## src/rtl/dmem_arb_pkg.sv

```systemverilog
// dmem_arb_pkg: state encodings, port ids and helpers shared by the data-memory arbiter.
// The stats counter width lives here so the optional DMEM_ARB_STATS_EN build stays consistent.
package dmem_arb_pkg;

  typedef logic [0:0] arb_state_t;

  localparam arb_state_t IDLE   = 1'b0;
  localparam arb_state_t LOCK_B = 1'b1;

  localparam logic PORT_A = 1'b0;
  localparam logic PORT_B = 1'b1;

  localparam int STATS_W = 16;

  // Saturating increment for the statistics counters.
  function automatic logic [STATS_W-1:0] sat_inc(input logic [STATS_W-1:0] val);
    logic [STATS_W-1:0] res;
    if (val == {STATS_W{1'b1}}) begin
      res = val;
    end else begin
      res = val + {{(STATS_W-1){1'b0}}, 1'b1};
    end
    return res;
  endfunction

endpackage

```

## src/rtl/arb_rr2.sv

```systemverilog
// arb_rr2: combinational two-way round-robin picker; bit 0 is port A, bit 1 is port B.
// force_b masks port A out entirely while B owns the memory.
module arb_rr2
  import dmem_arb_pkg::*;
(
  input  logic [1:0] req,
  input  logic       last_gnt,
  input  logic       force_b,
  output logic [1:0] gnt
);

  // One-hot pick; on contention the port that was not granted last wins.
  always_comb begin
    gnt = 2'b00;
    if (force_b) begin
      gnt = {req[1], 1'b0};
    end else begin
      case (req)
        2'b01:   gnt = 2'b01;
        2'b10:   gnt = 2'b10;
        2'b11:   gnt = (last_gnt == PORT_B) ? 2'b01 : 2'b10;
        default: gnt = 2'b00;
      endcase
    end
  end

endmodule

```

## src/rtl/dmem_arbiter.sv

```systemverilog
// dmem_arbiter: shares a single-port data memory between the MEM stage (A) and the debug/loader
// port (B) with round-robin arbitration and a bounded B lock. DMEM_ARB_STATS_EN adds counters.
module dmem_arbiter
  import dmem_arb_pkg::*;
#(
  parameter int ADDR_W   = 32,
  parameter int DATA_W   = 32,
  parameter int MAX_LOCK = 8,
  parameter int CNT_W    = 8
) (
  input  logic              i_clk,
  input  logic              i_rst_n,
  input  logic              a_req,
  input  logic              a_we,
  input  logic [ADDR_W-1:0] a_addr,
  input  logic [DATA_W-1:0] a_wdata,
  output logic              a_gnt,
  output logic              a_stall,
  output logic              a_rvalid,
  output logic [DATA_W-1:0] a_rdata,
  input  logic              b_req,
  input  logic              b_we,
  input  logic              b_lock,
  input  logic [ADDR_W-1:0] b_addr,
  input  logic [DATA_W-1:0] b_wdata,
  output logic              b_gnt,
  output logic              b_rvalid,
  output logic [DATA_W-1:0] b_rdata,
  output logic              m_we,
  output logic [ADDR_W-1:0] m_addr,
  output logic [DATA_W-1:0] m_wdata,
  input  logic [DATA_W-1:0] m_rdata
`ifdef DMEM_ARB_STATS_EN
  ,
  output logic [STATS_W-1:0] o_conflict_cnt,
  output logic [STATS_W-1:0] o_a_stall_cnt
`endif
);

  localparam logic [CNT_W-1:0] MAX_CNT  = CNT_W'(MAX_LOCK);
  localparam logic [CNT_W-1:0] ONE_CNT  = CNT_W'(1);
  localparam logic [CNT_W-1:0] ZERO_CNT = {CNT_W{1'b0}};

  arb_state_t       state_r;
  arb_state_t       state_nxt_s;
  logic             last_gnt_r;
  logic             last_gnt_nxt_s;
  logic [CNT_W-1:0] lock_cnt_r;
  logic [CNT_W-1:0] lock_cnt_nxt_s;
  logic [CNT_W-1:0] cnt_inc_s;
  logic             relock_blk_r;
  logic             relock_nxt_s;
  logic [1:0]       pick_s;
  logic             a_gnt_s;
  logic             b_gnt_s;
  logic             a_load_s;
  logic             b_load_s;

  arb_rr2 u_rr (
    .req      ({b_req, a_req}),
    .last_gnt (last_gnt_r),
    .force_b  (state_r == LOCK_B),
    .gnt      (pick_s)
  );

  // Grants (and therefore memory writes) are held off while reset is asserted.
  assign a_gnt_s  = pick_s[0] & i_rst_n;
  assign b_gnt_s  = pick_s[1] & i_rst_n;
  assign a_load_s = a_gnt_s & ~a_we;
  assign b_load_s = b_gnt_s & ~b_we;

  assign a_gnt   = a_gnt_s;
  assign b_gnt   = b_gnt_s;
  assign a_stall = a_req & ~a_gnt_s;

  assign m_we    = (a_gnt_s & a_we) | (b_gnt_s & b_we);
  assign m_addr  = b_gnt_s ? b_addr  : a_addr;
  assign m_wdata = b_gnt_s ? b_wdata : a_wdata;

  assign cnt_inc_s = (lock_cnt_r >= MAX_CNT) ? MAX_CNT : (lock_cnt_r + ONE_CNT);

  // Lock FSM next state, beat counter and re-lock blocking flag.
  always_comb begin
    state_nxt_s    = state_r;
    lock_cnt_nxt_s = lock_cnt_r;
    relock_nxt_s   = relock_blk_r;
    if (a_gnt_s) begin
      last_gnt_nxt_s = PORT_A;
    end else if (b_gnt_s) begin
      last_gnt_nxt_s = PORT_B;
    end else begin
      last_gnt_nxt_s = last_gnt_r;
    end
    case (state_r)
      IDLE: begin
        if (!b_lock) begin
          relock_nxt_s = 1'b0;
        end else if (b_gnt_s && !relock_blk_r) begin
          // The entry beat already counts; a one-beat limit never enters the lock.
          if (MAX_CNT > ONE_CNT) begin
            state_nxt_s    = LOCK_B;
            lock_cnt_nxt_s = ONE_CNT;
          end else begin
            relock_nxt_s = 1'b1;
          end
        end else begin
          relock_nxt_s = relock_blk_r;
        end
      end
      LOCK_B: begin
        if (b_gnt_s) begin
          lock_cnt_nxt_s = cnt_inc_s;
        end else begin
          lock_cnt_nxt_s = lock_cnt_r;
        end
        if (!b_lock || !b_req || (b_gnt_s && (cnt_inc_s == MAX_CNT))) begin
          state_nxt_s    = IDLE;
          lock_cnt_nxt_s = ZERO_CNT;
          relock_nxt_s   = b_lock;
          last_gnt_nxt_s = PORT_B;
        end else begin
          state_nxt_s = LOCK_B;
        end
      end
      default: begin
        state_nxt_s    = IDLE;
        lock_cnt_nxt_s = ZERO_CNT;
        relock_nxt_s   = 1'b0;
      end
    endcase
  end

  // Arbitration state registers.
  always_ff @(posedge i_clk or negedge i_rst_n) begin
    if (!i_rst_n) begin
      state_r      <= IDLE;
      last_gnt_r   <= PORT_B;
      lock_cnt_r   <= ZERO_CNT;
      relock_blk_r <= 1'b0;
    end else begin
      state_r      <= state_nxt_s;
      last_gnt_r   <= last_gnt_nxt_s;
      lock_cnt_r   <= lock_cnt_nxt_s;
      relock_blk_r <= relock_nxt_s;
    end
  end

  // Per-port read return: one-cycle valid pulse, data held until the next load.
  always_ff @(posedge i_clk or negedge i_rst_n) begin
    if (!i_rst_n) begin
      a_rvalid <= 1'b0;
      b_rvalid <= 1'b0;
      a_rdata  <= {DATA_W{1'b0}};
      b_rdata  <= {DATA_W{1'b0}};
    end else begin
      a_rvalid <= a_load_s;
      b_rvalid <= b_load_s;
      if (a_load_s) begin
        a_rdata <= m_rdata;
      end
      if (b_load_s) begin
        b_rdata <= m_rdata;
      end
    end
  end

`ifdef DMEM_ARB_STATS_EN
  logic [STATS_W-1:0] conflict_cnt_r;
  logic [STATS_W-1:0] a_stall_cnt_r;

  // Saturating contention and stall statistics.
  always_ff @(posedge i_clk or negedge i_rst_n) begin
    if (!i_rst_n) begin
      conflict_cnt_r <= {STATS_W{1'b0}};
      a_stall_cnt_r  <= {STATS_W{1'b0}};
    end else begin
      if (a_req & b_req) begin
        conflict_cnt_r <= sat_inc(conflict_cnt_r);
      end
      if (a_stall) begin
        a_stall_cnt_r <= sat_inc(a_stall_cnt_r);
      end
    end
  end

  assign o_conflict_cnt = conflict_cnt_r;
  assign o_a_stall_cnt  = a_stall_cnt_r;
`endif

endmodule

```

## config.mk

```make
export PLATFORM = sky130hd
export DESIGN_NAME = dmem_arbiter
export DESIGN_NICKNAME = d
export VERILOG_FILES = /design/src/rtl/dmem_arb_pkg.sv /design/src/rtl/arb_rr2.sv /design/src/rtl/dmem_arbiter.sv
export SDC_FILE = /design/constraint.sdc
export NUM_CORES = 1
export LEC_CHECK = 0
export CAP_MARGIN = 20
export CORE_AREA = 5 5 115 117
export CTS_BUF_LIST = sky130_fd_sc_hd__clkbuf_16
export DETAILED_ROUTE_END_ITERATION = 16
export DIE_AREA = 0 0 120 122
export DONT_BUFFER_PORTS = 1
export PLACE_DENSITY_LB_ADDON = 0.15
export SYNTH_ARGS = -nofsm -noshare
export SYNTH_HDL_FRONTEND = slang
export SYNTH_HIERARCHICAL = 1
export SYNTH_SLANG_ARGS = --single-unit
```

## constraint.sdc

```tcl
create_clock -name i_clk -period 4.39 [get_ports i_clk]
set_input_delay 0.439 -clock i_clk [delete_from_list [all_inputs] [get_ports i_clk]]
set_output_delay 0.439 -clock i_clk [all_outputs]
set_load 0.02 [all_outputs]
```

## Word-level counts from Yosys, hierarchy flattened

Index checks and enable logic that the tools add are counted.

| storage, ports and cells | value |
|---|---|
| flip-flop bits (word level) | 77 |
| latch bits | 0 |
| memory bits (writable) | 0 |
| memory bits (read-only) | 0 |
| input bits | 167 |
| output and inout port bits | 134 |
| word-level logic and storage cells | 62 |
| memories kept | 0 |

| operators by class | value |
|---|---|
| add/subtract/negate cells | 1 |
| multipliers | 0 |
| div/mod/pow operators | 0 |
| order comparisons | 1 |
| equal/unequal tests | 9 |
| shift operators | 0 |
| multiplexer cells | 22 |
| bitwise operators | 12 |
| reduce and logical (&&, ||, !) cells | 9 |

Operators with widths:

| operator | number |
|---|---|
| $mux 32 | 2 |
| $mux 8 | 5 |
| $pmux 8 s2 | 1 |
| $mux 1 | 9 |
| $add 8x1->8 const B | 1 |
| $eq 8x4->1 const B | 1 |
| $ge 8x4->1 const B | 1 |
| $and 1x1->1 | 7 |
| $ne 2x2->1 const B | 3 |
| $pmux 2 s3 | 1 |
| $eq 2x2->1 const B | 2 |
| $mux 2 | 2 |
| $not 1->1 | 4 |
| $pmux 1 s2 | 2 |
| $logic_not 1->1 | 3 |
| $ne 3x1->1 const B | 1 |
| $reduce_and 3->1 | 1 |
| $eq 2x1->1 const B | 1 |
| $logic_and 1x1->1 | 2 |
| $logic_or 1x1->1 | 2 |
| $ne 2x1->1 const B | 1 |
| $reduce_and 2->1 | 1 |
| $or 1x1->1 | 1 |

## Logic depth before layout (Yosys ltp)

| logic depth | value |
|---|---|
| depth in word-level cells | 8 |
| gate-level depth with buffers | 10 |
| gate-level depth less buffers | 8 |

## By module

Netlist, hierarchy kept.

Modules (own cells, without submodules):

| module | instances | cells each | area an instance (um2) | seq. area each (um2) |
|---|---|---|---|---|
| dmem_arbiter | 1 | 535 | 3,794.9 | 1,928.1 |
| arb_rr2 | 1 | 4 | 23.8 | 0.0 |

## Worst setup path before layout

No wires, ideal clock.

| timing path | value |
|---|---|
| kind | reg-to-output |
| start point | reg state_r |
| end point | out m_wdata[22] |
| arrival | 1,614 ps |
| required time | 3,951 ps |
| path slack | 2,337 ps |
| cell stages (with the launch flop) | 9 |
| path buffers | 2 |
| cell sequence | dfrtp_1 -> inv_1 -> a31oi_1 -> nand2_1 -> inv_1 -> clkbuf_8 -> clkbuf_1 -> nand2_1 -> nand2_1 |

| on the way | value |
|---|---|
| word-level cells in the longest chain between the ends | 3 |

Ends and longest elaborated chain:

| what | RTL line | text |
|---|---|---|
| start, declared | dmem_arbiter.sv:44 | `arb_state_t state_r;` |
| start signal, assigned | dmem_arbiter.sv:141 | `state_r <= state_nxt_s;` |
| $mux 2 | arb_rr2.sv:15 | `if (force_b) begin` |
| named net pick_s[1] | dmem_arbiter.sv:53 | `logic [1:0] pick_s;` |
| $and 1x1->1 | dmem_arbiter.sv:68 | `assign b_gnt_s = pick_s[1] & i_rst_n;` |
| named net b_gnt | dmem_arbiter.sv:26 | `output logic b_gnt,` |
| $mux 32 | dmem_arbiter.sv:78 | `assign m_wdata = b_gnt_s ? b_wdata : a_wdata;` |
| end, declared | dmem_arbiter.sv:31 | `output logic [DATA_W-1:0] m_wdata,` |

The timed path passes the listed nets, and every way through them passes these cells.

## Worst setup path after layout

| timing path | value |
|---|---|
| start point | reg state_r |
| end point | out m_wdata[3] |

| on the way | value |
|---|---|
| word-level cells in the longest chain between the ends | 3 |

Ends and longest elaborated chain:

| what | RTL line |
|---|---|
| $mux 2 | arb_rr2.sv:15 |
| named net pick_s[1] | dmem_arbiter.sv:53 |
| $and 1x1->1 | dmem_arbiter.sv:68 |
| $mux 32 | dmem_arbiter.sv:78 |

The timed path passes the listed nets, and every way through them passes these cells.

==> run summary <==
total grt overflow: 0
post-DR vias/cell: 4.97
VDD IR max: 0.280 mV
failing checks: hold timing
vias in the first global route: 3319
Top FF cell, synth: dfrtp_1
Layout area overhead: 12.1%
Num CTS Buffers: 9
hold_ws: -0.0246 ns
Die Ht: 122 um
top-count cell post-synth: nand2_1
Via Count: 3385
kind of end point of the critical path: primary output
drt total wl: 14400 um
ys async rst share: 100%
Int Pwr: 1.48 mW
WP data required: 3.95 ns
share of layout cells above drive strength 1: 5.08%
Crit path buffers/inverters: 2
Max Clock Skew: 0.00944 ns
WS Path Type: reg2out
Combinational Power Share: 17.1%
Power Density: 556 mW/mm2
Seq/Total Area, Yosys: 50.5%
num rows: 41
CTS sink cnt: 77
cells along the critical path: inv_1, a31oi_1, nand2_2, buf_4, nand2_1, nand2_1
reg2reg path depth: 8
relative slew slack: 53.6%
WP data arrival: 2.17 ns
delay of the slowest cell on the worst path: 0.51 ns
leak pwr: 2.44 nW
Slew @ Worst Pin: 0.695 ns
clock root cell: clkbuf_16
cell mode on critical path: nand2_1
pin count of the biggest net entering global routing: 78
n_diodes: 0
initial antenna violation count: 0
library cells used by synthesis: 31
postcts setup bufs: 0
clock slew at the register clock pins of the worst setup and hold paths: 0.06 ns
IO Count: 301
Wirelength per Cell: 21.1 um
switching part of the total: 38.0%
Slew Limit Fails: 0
synth cell count leaders: 388 x nand2_1, 76 x dfrtp_1, 23 x clkbuf_1, 8 x inv_1
die area: 0.0146 mm2
top fanout value on the critical path: 65
Final Util: 34.9%
H-tree levels: 3
f_max: 383 MHz
critical path launch point type: register
EDFF count, synth: 0
Skew-Pair Late Insertion Delay: 0.33 ns
# setup viols final: 0
Final Instance Area: 0.00428 mm2
placed cell area: 0.00389 mm2
period utilization: 59.5%
GP Congestion: 0.938
slowest CP cell: buf_4
clock tree buffer depth: 2
DR pass1 iterations: 7
Initial DRC Count: 182
hpwl dp: 11200 um
MaxCap Viol Count: 0
chip width: 120 um
Final ANT Viol Nets: 0
Seq cells post-synth: 77
Mean Syn Cell Area: 7.08 um2
Switching Power: 0.906 mW
hold crit path type: in2async
Hold Fails Final Rpt: 11
Post-Syn Nets: 708
first-pass GRT wire length: 20700 um
number of cells on the critical path: 6
Worst path top cell family by delay: buffers and inverters
final worst path period need: 2.61 ns
Tot Pwr: 2.38 mW
nets: 695
cell count after synthesis: 539
synth top area cells: dfrtp_1 50%, nand2_1 38%, clkbuf_1 2.3%
RSZ-0062 raised after global routing: false
synthesized cell area: 0.00382 mm2
core region area: 0.0123 mm2
synth warn: 6
DRC viols: 0
Final TNS setup: 0 ns
outcome: complete, but fails checks
All-Layer GR Usage: 18.7%
post-synth top area cell: dfrtp_1
CTS tree: done
Clock Power Share: 32.5%
register share of total power: 50.4%
I/O Buffers: 0
post-synth top area share: 49.8%
Initial Util: 31.1%
==> path summary, 6_finish.rpt <==
| path | endpoint | startpoint | slack [ns] |
|---|---|---|---|
| min | b_rdata[10] | i_rst_n | -0.02 |
| min in group i_clk | a_rdata[4] | m_rdata[4] | 0.21 |
| max | m_wdata[3] | state_r | 1.78 |
| max reg2reg | a_rdata[27] | state_r | 1.94 |
| max in group asynchronous | last_gnt_r | i_rst_n | 4.03 |
| min reg2reg | lock_cnt_r[2] | lock_cnt_r[2] | 0.50 |
==> layout by cell type (no fill, tap or decap), drive strengths merged, types with 2 or more instances in the layout <==
master and count:
and3 5, a31oi 4, inv 9, bufinv 2, buf 5, nor2 2, nand3 2, a41oi 2
nand2 388, and2 2, dfrtp 76, clkbuf 9, ha 2, clkinv 5, a22o 2, o21ai 4
==> stage by stage <==
stage               instances  setup WS, ns  hold slack, ns
CTS                       679          1.29         0.00968
detailed placement        662          1.51           0.145
floorplan                 539          2.34           0.143
finish                    681          1.78         -0.0246
global placement          662          1.61           0.145
global route              681          1.64          0.0139
==> state kept, by name (all words and copies together), names as in the netlist <==
| register | cells |
|---|---|
| a_rvalid | 1 |
| b_rvalid | 1 |
| a_rdata | 32 |
| b_rdata | 32 |
| last_gnt_r | 1 |
| relock_blk_r | 1 |
| lock_cnt_r | 8 |
| state_r | 1 |
==> layout make-up <==
cell class,count,area (um2)
fillers,1310,7980
flip-flops and latches,77,1930
multi-input cells,424,1730
clock buffers,9,225
well taps,150,188
clock inverters,7,90.1
repair buffers,5,90.1
inverters,9,33.8
==> kinds of logic (layout without fill, tap and decap cells) <==
| group | Yosys count | in the layout | share of synthesized area [%] |
|---|---|---|---|
| adder cells (fa/ha/maj) | 2 | 2 | 0.655 |
| multiplexers | 1 | 1 | 0.262 |
| buffers and inverters | 38 | 30 | 4.36 |
| flip-flops | 77 | 77 | 50.5 |
| AND/OR/NAND/NOR | 405 | 405 | 41.3 |
| AO/OA/AOI/OAI | 16 | 16 | 2.98 |
==> what timing repair did <==
item | CTS | global route
endpoints found under the hold margin | 77 | 0
hold buffers | 1 | 0
gates resized for setup | 0 | 0
==> routing by layer <==
layer | GRT usage, % | vias up | wire (um)
met5 | 0 | - | 0
met1 | 20.9 | 1585 | 5240
met3 | 7.29 | 18 | 1520
met4 | 7.09 | 0 | 340
li1 | - | 1610 | -
met2 | 32.3 | 172 | 7310
==> power by group through the flow <==
stage	clock network [mW]	logic, mW	registers [mW]
after floorplan	0	0.324	1.16
after global placement	0	0.382	1.22
after detailed placement	0	0.395	1.21
after CTS	0.803	0.410	1.21
after global routing	0.829	0.462	1.22
final	0.775	0.407	1.20
Note: power is estimated with default switching activity, not from simulation.
==> variant: new RTL, same flow settings <==
Set the parameter `DATA_W` to 16 (it was 32).
--- a/src/rtl/dmem_arbiter.sv
+++ b/src/rtl/dmem_arbiter.sv
@@ -6,3 +6,3 @@
   parameter int ADDR_W   = 32,
-  parameter int DATA_W   = 32,
+  parameter int DATA_W   = 16,
   parameter int MAX_LOCK = 8,
Interface: changed (6 resized); port bits go from 301 to 205. The function was not compared with the original's and may differ.
==> variant against the unedited design <==
- synthesized cell count shrank 34%
- first-iteration DRC count shrank 66%
- highest routed layer unchanged
- maximum frequency shrank 17%
- count of clock-buffer cells in the layout shrank 4
- design area shrank 35%
- clock skew shrank 6.6 ps
- total power shrank 43%
- area after synthesis shrank 36%
- setup slack lost 530 ps
- cell count shrank 26%
- sequential cell count shrank 32
- wire length shrank 37%
==> variant: results (changes against the unedited design) <==
num sequential -> 45 (-42%)
status -> completed
ClkCell Share -> 0.0596 (-0.0141)
Iter 0 DRT Violations -> 62 (-66%)
WL/cell -> 18.0 um (-15%)
GRT met1 Usage -> 0.133 (-0.0760)
layout cells sized above 1 -> 0.0655 (+0.0147)
multi-input logic cell count -> 284 (-33%)
Slew @ Worst Pin -> 713 ps (+17.5 ps)
Worst Reg-to-Reg Cells -> 9 (+1)
dpl ws -> 1390 ps (-118 ps)
first-pass GRT wire length -> 13000 um (-37%)
Placed Instances -> 491 (-26%)
hold crit path type -> primary input to flip-flop
Total GRT Usage -> 0.117 (-0.0705)
WL final -> 9020 um (-37%)
multi-input combinational area share -> 0.436 (+0.0327)
signal buffers share of area -> 0.0215 (+0.000465)
reg-to-reg endpoint -> b_rdata[14]$_DFFE_PN0P_
dpl cell area -> 2590 um^2 (-33%)
biggest registers after layout -> a_rdata: 16 flops, b_rdata: 16 flops, lock_cnt_r: 8 flops
# H-tree levels -> 2 (-1)
mux contribution to synthesized area -> 0.00407 (+0.00145)
total length of routed met2 wires -> 4390 um (-40%)
Clock Latency Late Sink -> 290 ps (-40 ps)
Distinct cells, synth -> 33 (+6.5%)
CTS Hold Bufs -> 2 (+1)
Fillers -> 1380 (+5.3%)
Compound-Gate Fraction of Synth Area -> 0.0519 (+0.0221)
Design Area, Final -> 2790 um^2 (-35%)
DR vias/cell -> 4.41 (-11%)
CTS buffer count -> 5 (-4)
hpwl dp -> 7060 um (-37%)
Max FO, Critical Path -> 51 (-22%)
Final nets -> 471 (-32%)
Pleak -> 1.56 nW (-36%)
synth top area cells -> dfrtp_1 (45%), nand2_1 (38%), buf_2 (2.2%), dfstp_2 (1.1%), and3_1 (1.0%)
met1 WL -> 3510 um (-33%)
flop2flop setup slack -> 1470 ps (-470 ps)
==> variant: worst min-delay path by stage <==
| stage | depth (start not counted) | slack [ps] | to | start |
|---|---|---|---|---|
| 6_report | 2 | 260 | a_rdata[6]$_DFFE_PN0P_ | m_rdata[6] |
| 5_1_grt | 2 | 250 | a_rdata[4]$_DFFE_PN0P_ | m_rdata[4] |
| 4_1_cts | 2 | 240 | a_rdata[6]$_DFFE_PN0P_ | m_rdata[6] |
| 3_5_place_dp | 0 | 150 | a_rdata[14]$_DFFE_PN0P_ | i_rst_n |
| 3_3_place_gp | 0 | 140 | a_rdata[15]$_DFFE_PN0P_ | i_rst_n |
| 2_1_floorplan | 0 | 140 | a_rdata[0]$_DFFE_PN0P_ | i_rst_n |
==> variant: power breakdown <==
group          total [W]  switching (W)  internal, W
Clock           0.000425       0.000159     0.000267
Combinational   0.000274       0.000203    0.0000709
Sequential      0.000668       0.000167     0.000501
